==> src/rtl/fnd_pkg.sv <==
// Shared constants and types for the 4-digit 7-segment scan controller.
// Segment patterns are active-low {dp,g,f,e,d,c,b,a} with the dp bit off.
package fnd_pkg;

  typedef logic [1:0] digit_idx_t;

  localparam logic [7:0] SEG_0     = 8'hC0;
  localparam logic [7:0] SEG_1     = 8'hF9;
  localparam logic [7:0] SEG_2     = 8'hA4;
  localparam logic [7:0] SEG_3     = 8'hB0;
  localparam logic [7:0] SEG_4     = 8'h99;
  localparam logic [7:0] SEG_5     = 8'h92;
  localparam logic [7:0] SEG_6     = 8'h82;
  localparam logic [7:0] SEG_7     = 8'hF8;
  localparam logic [7:0] SEG_8     = 8'h80;
  localparam logic [7:0] SEG_9     = 8'h90;
  localparam logic [7:0] SEG_BLANK = 8'hFF;

  localparam logic [3:0] COM_OFF = 4'b1111;

  // Active-low common for one digit.
  function automatic logic [3:0] com_mask(input digit_idx_t sel);
    return ~(4'b0001 << sel);
  endfunction

endpackage

==> src/rtl/fnd_decoder.sv <==
// Combinational BCD to active-low 7-segment decode; codes 10..15 blank the digit.
module fnd_decoder
  import fnd_pkg::*;
(
  input  logic [3:0] i_bcd,
  output logic [6:0] o_seg
);

  always_comb begin
    case (i_bcd)
      4'd0:    o_seg = SEG_0[6:0];
      4'd1:    o_seg = SEG_1[6:0];
      4'd2:    o_seg = SEG_2[6:0];
      4'd3:    o_seg = SEG_3[6:0];
      4'd4:    o_seg = SEG_4[6:0];
      4'd5:    o_seg = SEG_5[6:0];
      4'd6:    o_seg = SEG_6[6:0];
      4'd7:    o_seg = SEG_7[6:0];
      4'd8:    o_seg = SEG_8[6:0];
      4'd9:    o_seg = SEG_9[6:0];
      default: o_seg = SEG_BLANK[6:0];
    endcase
  end

endmodule

==> src/rtl/fnd_scan_ctrl.sv <==
// Time-multiplexed driver for four 7-segment digits with an anti-ghost blanking window.
// Commons and font are registered together, one cycle behind cnt/o_sel.
module fnd_scan_ctrl
  import fnd_pkg::*;
#(
  parameter int CLK_HZ    = 100_000_000,
  parameter int SCAN_HZ   = 1000,
  parameter int BLANK_CYC = 100
) (
  input  logic       i_clk,
  input  logic       i_reset,
  input  logic       i_en,
  input  logic [3:0] i_digit,
  input  logic [3:0] i_dp,
  output logic [1:0] o_sel,
  output logic [3:0] o_fndCom,
  output logic [7:0] o_fndFont
);

  localparam int DIV   = CLK_HZ / SCAN_HZ;
  localparam int CNT_W = (DIV > 1) ? $clog2(DIV) : 1;
  localparam logic [CNT_W-1:0] CNT_MAX = CNT_W'(DIV - 1);
  localparam logic [CNT_W-1:0] BLANK   = CNT_W'(BLANK_CYC);

  logic [CNT_W-1:0] r_cnt;
  digit_idx_t       r_sel;
  logic [3:0]       r_com;
  logic [7:0]       r_font;

  logic       w_tick;
  logic       w_blank;
  logic       w_dp;
  logic [6:0] w_seg;

  fnd_decoder u_dec (
    .i_bcd (i_digit),
    .o_seg (w_seg)
  );

  assign w_tick  = (r_cnt == CNT_MAX);
  // The blanking window starts each slot right after o_sel moves, so the
  // external mux has settled before any common is driven.
  assign w_blank = !i_en || (r_cnt < BLANK);
  assign w_dp    = i_dp[r_sel];

  always_ff @(posedge i_clk) begin
    if (i_reset) begin
      r_cnt  <= '0;
      r_sel  <= '0;
      r_com  <= COM_OFF;
      r_font <= SEG_BLANK;
    end else begin
      // Disabling freezes the scan position, which also swallows a coincident tick.
      if (i_en) begin
        r_cnt <= w_tick ? '0 : r_cnt + CNT_W'(1);
        if (w_tick) begin
          r_sel <= r_sel + 2'd1;
        end
      end
      r_com  <= w_blank ? COM_OFF : com_mask(r_sel);
      r_font <= {~w_dp, w_seg};
    end
  end

  assign o_sel     = r_sel;
  assign o_fndCom  = r_com;
  assign o_fndFont = r_font;

endmodule
==> config.mk <==
export PLATFORM = sky130hd
export DESIGN_NAME = fnd_scan_ctrl
export DESIGN_NICKNAME = d
export VERILOG_FILES = /design/src/rtl/fnd_pkg.sv /design/src/rtl/fnd_decoder.sv /design/src/rtl/fnd_scan_ctrl.sv
export SDC_FILE = /design/constraint.sdc
export NUM_CORES = 1
export LEC_CHECK = 0
export ABC_AREA = 0
export CAP_MARGIN = 20
export CELL_PAD_IN_SITES_DETAIL_PLACEMENT = 1
export CELL_PAD_IN_SITES_GLOBAL_PLACEMENT = 2
export CORE_MARGIN = 5
export CORE_UTILIZATION = 32
export CTS_BUF_LIST = sky130_fd_sc_hd__clkbuf_16
export DETAILED_ROUTE_END_ITERATION = 8
export PLACE_DENSITY = 0.85
export SLEW_MARGIN = 20
export SYNTH_ARGS = -nofsm -noshare
export SYNTH_HDL_FRONTEND = slang
export SYNTH_SLANG_ARGS = --single-unit
==> constraint.sdc <==
create_clock -name i_clk -period 2.7 [get_ports i_clk]
set_input_delay 0.405 -clock i_clk [delete_from_list [all_inputs] [get_ports i_clk]]
set_output_delay 0.405 -clock i_clk [all_outputs]
set_load 0.01 [all_outputs]
==> results of run 1 <==
## cell usage after synthesis, types with 2 or more instances
cell type / instances
sky130_fd_sc_hd__nand2_1: 17
sky130_fd_sc_hd__or4_4: 2
sky130_fd_sc_hd__nand4_1: 7
sky130_fd_sc_hd__xnor2_1: 11
sky130_fd_sc_hd__ha_1: 10
sky130_fd_sc_hd__inv_1: 5
sky130_fd_sc_hd__buf_6: 3
sky130_fd_sc_hd__mux2i_1: 3
sky130_fd_sc_hd__a21oi_1: 4
sky130_fd_sc_hd__a21o_1: 2
sky130_fd_sc_hd__nor2_1: 20
sky130_fd_sc_hd__o21ai_0: 5
sky130_fd_sc_hd__nand3_1: 4
sky130_fd_sc_hd__clkbuf_1: 2
sky130_fd_sc_hd__dfxtp_1: 31
sky130_fd_sc_hd__xor2_1: 4
sky130_fd_sc_hd__nor2b_1: 3
sky130_fd_sc_hd__nor3_1: 4
sky130_fd_sc_hd__nand2b_1: 5
sky130_fd_sc_hd__nor4_1: 7
## state kept, by name (all words and copies together), names as in the netlist
signal and flops:
o_fndFont 8, o_sel 2, r_cnt 17, o_fndCom 4
## stage by stage
stage,hold slack [ps],power [mW],cell area [um^2]
3_3_place_gp,482.2,0.5613,1754
3_5_place_dp,499.7,0.5655,1754
2_1_floorplan,460.4,0.5243,1490
6_report,511.7,1.076,1894
5_1_grt,542.1,1.125,1894
4_1_cts,506.4,1.097,1894
## worst max-delay path, cell delays in order
cell and delay, ps:
sky130_fd_sc_hd__clkdlybuf4s50_1 650, sky130_fd_sc_hd__nand3_1 200, sky130_fd_sc_hd__or3_1 400, sky130_fd_sc_hd__or4_1 470
sky130_fd_sc_hd__a21oi_1 150
## how the worst max path moves through the flow
stage	slack (ps)	cells past startpoint	endpoint
final	620	5	r_cnt[16]
after global routing	520	4	r_cnt[7]
after CTS	600	4	r_cnt[3]
after detailed placement	370	5	r_cnt[16]
after global placement	420	5	r_cnt[16]
after floorplan	740	4	o_sel[0]
## kinds of logic (layout without fill, tap and decap cells)
group | Yosys count | in the layout
compound gates | 16 | 16
xor+xnor | 15 | 15
fa+ha+maj | 10 | 10
buf+inv | 11 | 38
flops | 31 | 31
mux | 5 | 5
simple gates | 74 | 74
## area by class of cell
type	count	area [um^2]
flip-flops and latches	31	620.6
clock inverters	3	15.01
well taps	52	65.06
multi-input cells	120	805.8
clock buffers	5	125.1
repair buffers	24	240.2
fillers	523	2550
inverters	6	22.52
## where the power goes
group,total (mW),internal [mW],switching (mW)
sequential,0.475,0.469,0.00566
clock,0.521,0.335,0.187
combinational,0.0801,0.0420,0.0381
## layout by cell type (no fill, tap or decap), types with 2 or more instances in the layout
cell type                         instances
sky130_fd_sc_hd__nor2b_1                  3
sky130_fd_sc_hd__nand4_1                  7
sky130_fd_sc_hd__inv_1                    5
sky130_fd_sc_hd__mux2i_1                  3
sky130_fd_sc_hd__a21o_1                   2
sky130_fd_sc_hd__ha_1                    10
sky130_fd_sc_hd__clkbuf_16                5
sky130_fd_sc_hd__a21oi_1                  4
sky130_fd_sc_hd__clkinv_2                 3
sky130_fd_sc_hd__dfxtp_1                 31
sky130_fd_sc_hd__nand2b_1                 5
sky130_fd_sc_hd__or4_4                    2
sky130_fd_sc_hd__o21ai_0                  5
sky130_fd_sc_hd__nand2_1                 17
sky130_fd_sc_hd__clkdlybuf4s50_1         24
sky130_fd_sc_hd__nor2_1                  20
sky130_fd_sc_hd__nand3_1                  4
sky130_fd_sc_hd__xor2_1                   4
sky130_fd_sc_hd__xnor2_1                 11
sky130_fd_sc_hd__nor4_1                   7
sky130_fd_sc_hd__nor3_1                   4
## per-layer routing
metal | vias to the layer above | wire length (um) | GRT usage [%]
li1 | 612 | - | -
met1 | 573 | 1540 | 13.67
met2 | 20 | 1685 | 20.12
met3 | 5 | 158 | 3.890
met4 | 0 | 81 | 6.818
met5 | - | 0 | 0
==> metrics list, run 1 <==
- H-tree depth: 2
- The first detailed-routing pass took 4 iterations.
* Min Clock Period, post-route: 2078 ps
- Remaining Overflow, GRT: 0
* Biggest area contributors in the synthesized netlist: sky130_fd_sc_hd__dfxtp_1, sky130_fd_sc_hd__ha_1, sky130_fd_sc_hd__xnor2_1
- Initial core utilization: 33.53%
- Setup repair after global routing missed its margin: false
- Detailed-route wire length: 3466 um
- Number of diodes added for antenna fixing: 0
* Final Core Density: 42.62%
- Detailed placement ended at an HPWL of 2634 um.
- Summing the areas of all xor and xnor instances in the mapped netlist gives 8.816% of the synthesized area.
- The total count of hold-check failures in the final report was 0.
- On the final layout, the worst clock skew is 7.785 ps.
* Setup Slack @ Placement: 372.9 ps
- Largest area contributor in the synthesized netlist: sky130_fd_sc_hd__dfxtp_1
- Global routing consumed, over all layers together, 12.09% of the routing resources.
* Fraction of registers with async set/reset: 0%
* Setup TNS Final: 0 ps
- IR analysis of the VDD net gives a maximum drop of 300.7 uV.
* TritonCTS clock tree: yes
* Largest net degree at the start of global routing: 17
- DRC marker count from the first detailed-route iteration: 46
* Hold crit path type: reg2reg
- The setup path with the least slack is of type in2reg.
- The flow ran to the end, and the final reports show no timing, DRC or antenna violations.
- Dividing the final minimum period by the clock period gives 76.96%.
* Per-instance average area after synthesis: 9.199 um^2
- Area share of fa/ha/maj cells after synthesis: 8.396%
* Standard-cell rows: 24
* Antenna violations before repair: 0
* CP startpoint: i_en
* Share of post-route cells with drive strength above 1: 7.937%
- Once placement completed, the tool counted placed cells totaling 233.
- Power spread over the standard cell area amounts to 568.3 nW/um^2.
- WHS Endpoint: r_cnt[16]
- The netlist uses 33 different library cells.
* Remaining antenna violation count: 0
- Post-Syn Instances: 162
- The final count of pins violating max slew came to 0.
- Port Buf Inserts: 24
- The synthesized design contains 0 enable-type register cells.
- Yosys top cell area share: 41.65%
* Static Leak: 0.6822 nW
- Of the total synthesized cell area, the portion taken by AND, OR, NAND and NOR gates is 25.27%.
- Number of global-route vias before repair: 1264
- In this run, synthesis produced a sequential element count of 31.
- Across all layers, the routed design uses 1210 vias.
* Number of max-cap violations: 0
- From left edge to right edge, the die measures 78.24 um.
- Setup violations remaining at the end of the flow were counted as 0.
* Source of the worst register-to-register timing path: r_cnt[13]
- The die is 78.24 um tall.
* Critical Path Start Type: primary input
- # Post-CTS Setup Buffers: 0
- After detailed routing, the number of vias per cell comes to 5.021.
- In the final design database the tool counted 209 nets.
- Arrival time at the worst endpoint: 2280 ps
* Type of destination of the critical path: flip-flop
- Number of gates resized after CTS: 0
- Die area: 6122 um^2
* Slew at the pin closest to its max-slew limit: 437.4 ps
* Endpoint of the lowest-slack register-to-register path: r_cnt[3]
- Leading register cell type out of synthesis: sky130_fd_sc_hd__dfxtp_1
- Max Fanout on Critical Path: 8
- Total of warnings raised by yosys: 0
* Share of the synthesized area in compound gates (AO/OA/AOI/OAI): 7.305%
- Clock-pin slew on the worst setup and hold paths: 50 ps
- The worst pin sits at a relative slew slack of 70.73%.
* Sink Count: 31
* Number of hold buffers added after CTS: 0
* Synth-to-Final Area Change: 27.12%
- Sequential share of the synthesized area: 41.65%
- In the routed design, unresolved DRC markers number 0.
- Maximum buffer depth of the clock tree: 2
- Measured in cells, the most critical reg-to-reg path has a length of 4.
- Data required, critical path: 2900 ps
* RD Place Congestion: 0.8904
* Cell area after technology mapping: 1490 um^2
- Average detailed-routed wire length per instance: 14.38 um
* Portion of netlist area occupied by mux cells: 4.282%
- Maximum clock frequency: 481.3 MHz
- Total nets after synthesis: 183
- Startpoint of the tightest hold check path: r_cnt[16]
- Worst setup slack after layout: 622.1 ps
- Excluding fillers, the count of instances in the completed layout stands at 241.
- Insertion delay to the later sink of the worst-skew pair: 270 ps
- After synthesis, the largest family of logic cells by area is simple AND/OR/NAND/NOR gates.
- Global-route wire length before repair: 5761 um
- Counting instances, the worst hold path has a depth of 2.
* Setup slack of the worst register-to-register path: 620 ps
- In this run the clock root is driven by a sky130_fd_sc_hd__clkbuf_16.
- The number of clock buffers added by TritonCTS is 5.
- During I/O placement, the number of pins put on the boundary was 25.
- Core area: 4444 um^2
Power figures use the tool's default switching activity.
==> run 2, diff against run 1 <==
--- a/config.mk
+++ b/config.mk
@@ -10,10 +10,10 @@
 export CELL_PAD_IN_SITES_DETAIL_PLACEMENT = 1
 export CELL_PAD_IN_SITES_GLOBAL_PLACEMENT = 2
 export CORE_MARGIN = 5
-export CORE_UTILIZATION = 32
+export CORE_UTILIZATION = 29
 export CTS_BUF_LIST = sky130_fd_sc_hd__clkbuf_16
 export DETAILED_ROUTE_END_ITERATION = 8
-export PLACE_DENSITY = 0.85
+export PLACE_DENSITY = 0.82
 export SLEW_MARGIN = 20
 export SYNTH_ARGS = -nofsm -noshare
 export SYNTH_HDL_FRONTEND = slang
==> constraint.sdc (replaced) <==
create_clock -name i_clk -period 1.9 [get_ports i_clk]
set_input_delay 0.285 -clock i_clk [delete_from_list [all_inputs] [get_ports i_clk]]
set_output_delay 0.285 -clock i_clk [all_outputs]
set_load 0.01 [all_outputs]
==> run 2 against run 1 <==
Against the previous run:
- the flow now finishes with violations (setup timing)
- clock skew shrank 3.3 ps
- critical path depth down 1
- hold slack better by 40 ps
- design area grew 14%
- sequential cell count unchanged
- register-to-register slack worse by 660 ps
- die area increased by 9.0%
- wire length rose by 9.3%
- cell count up 17%
- largest cell class unchanged
==> metrics list, run 2 (synthesized netlist as in run 1, its figures left out) <==
- Number of optimization iterations in the first detailed-route pass: 3 (was 4)
- Timing would allow up to 517.1 MHz.
* X dimension of the die: 81.69 um (was 78.24 um)
* Boundary Pins: 25 (unchanged)
- The final worst-path setup slack is -33.87 ps (was 622.1 ps).
- The total die area was 6672 um^2 (was 6122 um^2).
* Register ranked first by flip-flop count: r_cnt (unchanged)
* Cell family with most CP delay: simple AND/OR/NAND/NOR gates (unchanged)
* Source of the worst register-to-register timing path: r_cnt[6] (was r_cnt[13])
- Core area: 5042 um^2 (was 4444 um^2)
* Commonest cells after routing, fill and taps aside: sky130_fd_sc_hd__dfxtp_1, sky130_fd_sc_hd__clkdlybuf4s50_1, sky130_fd_sc_hd__buf_4, sky130_fd_sc_hd__nand2_1, sky130_fd_sc_hd__nor2_1 (was sky130_fd_sc_hd__dfxtp_1, sky130_fd_sc_hd__clkdlybuf4s50_1, sky130_fd_sc_hd__nor2_1, sky130_fd_sc_hd__nand2_1, sky130_fd_sc_hd__xnor2_1)
* Sink Count: 31 (unchanged)
- The estimated wirelength of the detail-placed design was 2809 um (was 2634 um).
- Initial core utilization: 29.55% (was 33.53%)
* Failing checks: setup timing
- Final Core Density: 42.98% (was 42.62%)
* Largest register FFs: 17 (unchanged)
* Final critical-path share of the clock period: 101.8%
* Remaining Overflow, GRT: 0 (unchanged)
- The clock tree root driver cell was sky130_fd_sc_hd__clkbuf_16 (unchanged).
* Slowest stage cell on the critical path: sky130_fd_sc_hd__or4_4 (was sky130_fd_sc_hd__clkdlybuf4s50_1)
- The post-detailed-route DRC marker count is 0 (unchanged).
* DIE HEIGHT: 81.69 um (was 78.24 um)
* Clock buffers created by TritonCTS: 5 (unchanged)
* RD Place Congestion: 0.7636 (was 0.8904)
* WP buf/inv: 0 (was 1)
- The kind of critical path was reg2reg (was in2reg).
* Critical Path Start Type: flip-flop (was primary input)
- Status: complete, but fails checks (was finished, final reports clean).
- Cells along the critical path: or4bb_1, or4_4, nor2_4, mux2_4 (was clkdlybuf4s50_1, nand3_1, or3_1, or4_1, a21oi_1)
* Depth of the worst hold-timing path: 2 (unchanged)
- Average detailed-routed wire length per instance: 13.39 um (was 14.38 um)
* Power per cell area: 717.2 nW/um^2 (was 568.3 nW/um^2)
* Antenna violations before repair: 0 (unchanged)
- Commonest non-fill, non-tap cell in the layout: sky130_fd_sc_hd__dfxtp_1 (unchanged)
- The number of global-route vias before repair is 1333 (was 1264).
- Global-route wire length before repair: 6244 um (was 5761 um)
- Power Total: 1.554 mW (was 1.076 mW)
- The setup skew after layout was 4.500 ps (was 7.785 ps).
* Detailed-route wire length: 3789 um (was 3466 um)
* Setup slack of the worst register-to-register path: -30 ps (was 620 ps)
- The accumulated negative setup slack came to -224.8 ps (was 0 ps).
- The leakage power of the design was 0.7973 nW (was 0.6822 nW).
* Type of destination of the critical path: flip-flop (unchanged)
* Clock-pin slew on the worst setup and hold paths: 50 ps (about the same)
* Remaining antenna violation count: 0 (unchanged)
- The number of hold-repair buffers added at the cts stage was 0 (unchanged).
* Share of post-route cells with drive strength above 1: 23.00% (was 7.937%)
- The remaining max-slew budget at the tightest pin was 74.31% (was 70.73%).
* Setup Slack @ Placement: -58.66 ps (was 372.9 ps)
- Hold Vio Cnt, Final: 0 (unchanged)
- The worst path in the final design needs a cycle of 1934 ps, including I/O delays and setup.
- Synth-to-Final Area Change: 45.42% (was 27.12%)
- Global Route Usage Sum: 12.30% (was 12.09%)
* Insertion delay to the later sink of the worst-skew pair: 270 ps (about the same)
- The clock tree buffer depth was 2 (unchanged).
- Total number of vias: 1296 (was 1210)
- Endpoint of the lowest-slack register-to-register path: o_sel[0] (was r_cnt[3])
- DRC marker count from the first detailed-route iteration: 17 (was 46)
* Number of max-slew violations in the final report: 0 (unchanged)
* H-tree depth: 2 (unchanged)
- Number of diodes added for antenna fixing: 0 (unchanged)
- The reported max-cap violation count is 0 (unchanged).
* Endpoints failing setup: 15 (was 0)
* Worst VDD drop: 443.4 uV (was 300.7 uV)
* Startpoint of the tightest hold check path: r_cnt[1] (was r_cnt[16])
* Port Buf Inserts: 24 (unchanged)
- The data arrival time of the critical path was 2090 ps (was 2280 ps).
- The average via count per standard cell was 4.580 (was 5.021).
- Setup repair after global routing missed its margin: true (was false)
- The count of nets after finishing is 233 (was 209).
- Slew at the pin closest to its max-slew limit: 381.8 ps (was 437.4 ps)
* Max Fanout on Critical Path: 2 (was 8)
* Largest net degree at the start of global routing: 10 (was 17)
- The floorplan row count was 26 (was 24).
- The TritonCTS clock tree was yes (unchanged).
- The data required time of the critical path was 2060 ps (was 2900 ps).
* WHS Endpoint: r_cnt[1] (was r_cnt[16])
- The worst min-delay path category is reg2reg (unchanged).
- The highest cell delay on the worst timing path was 570 ps (was 650 ps).
- The cell count of the worst reg-to-reg path came to 4 (unchanged).
==> run 2: stage by stage <==
stage                     cell area (um^2)  hold slack, ps  instances
after floorplan                       1501           357.4        162
after CTS                             2105           560.2        283
after global placement                1968           542.7        275
after detailed placement              1968           552.8        275
after global routing                  2167           585.3        283
final                                 2167           551.4        283
==> run 2: where the power goes <==
part | internal (mW) | switching, mW
logic | 0.0764 | 0.0611
clock network | 0.470 | 0.272
registers | 0.667 | 0.00679
total | 1.21 | 0.340
==> run 2: per-layer routing <==
layer	routed length, um	global-route usage (%)	share of wire (%)	up-vias
met4	55	4.153	1.5	0
met2	1909	21.17	50	11
met3	79	3.289	2.1	4
met5	0	0	0	-
met1	1746	14.77	46	624
li1	-	-	-	657
==> run 2: repair_timing <==
item                                    4_1_cts  5_1_grt
endpoints found under the setup margin        1       15
resized for setup                             0       19
pin swaps                                     1       10
gates cloned                                  0        0
setup buffers                                 0        0
==> run 2: worst max-delay path by stage <==
| stage | to | startpoint | cells after the start |
|---|---|---|---|
| 6_report | o_sel[0] | r_cnt[6] | 4 |
| 5_1_grt | r_cnt[10] | r_cnt[6] | 5 |
| 4_1_cts | o_sel[0] | r_cnt[5] | 4 |
| 3_5_place_dp | r_cnt[16] | i_en | 5 |
| 3_3_place_gp | r_cnt[16] | i_en | 5 |
| 2_1_floorplan | o_sel[0] | r_cnt[6] | 4 |
==> run 2: tightest hold or removal path, stage by stage, from the launching register on <==
cell and delay, ps:
sky130_fd_sc_hd__dfxtp_2 360, sky130_fd_sc_hd__mux2i_1 70, sky130_fd_sc_hd__nor2_1 90
==> run 2: area by class of cell <==
cell class                 instances  area [um^2]
multi-input combinational        120        860.8
inverter                           6        22.52
clock buffer                       5        125.1
sequential                        31        624.3
timing repair buffer              48        435.4
clock inverter                     3        11.26
fill                             580         2875
tap                               70        87.58
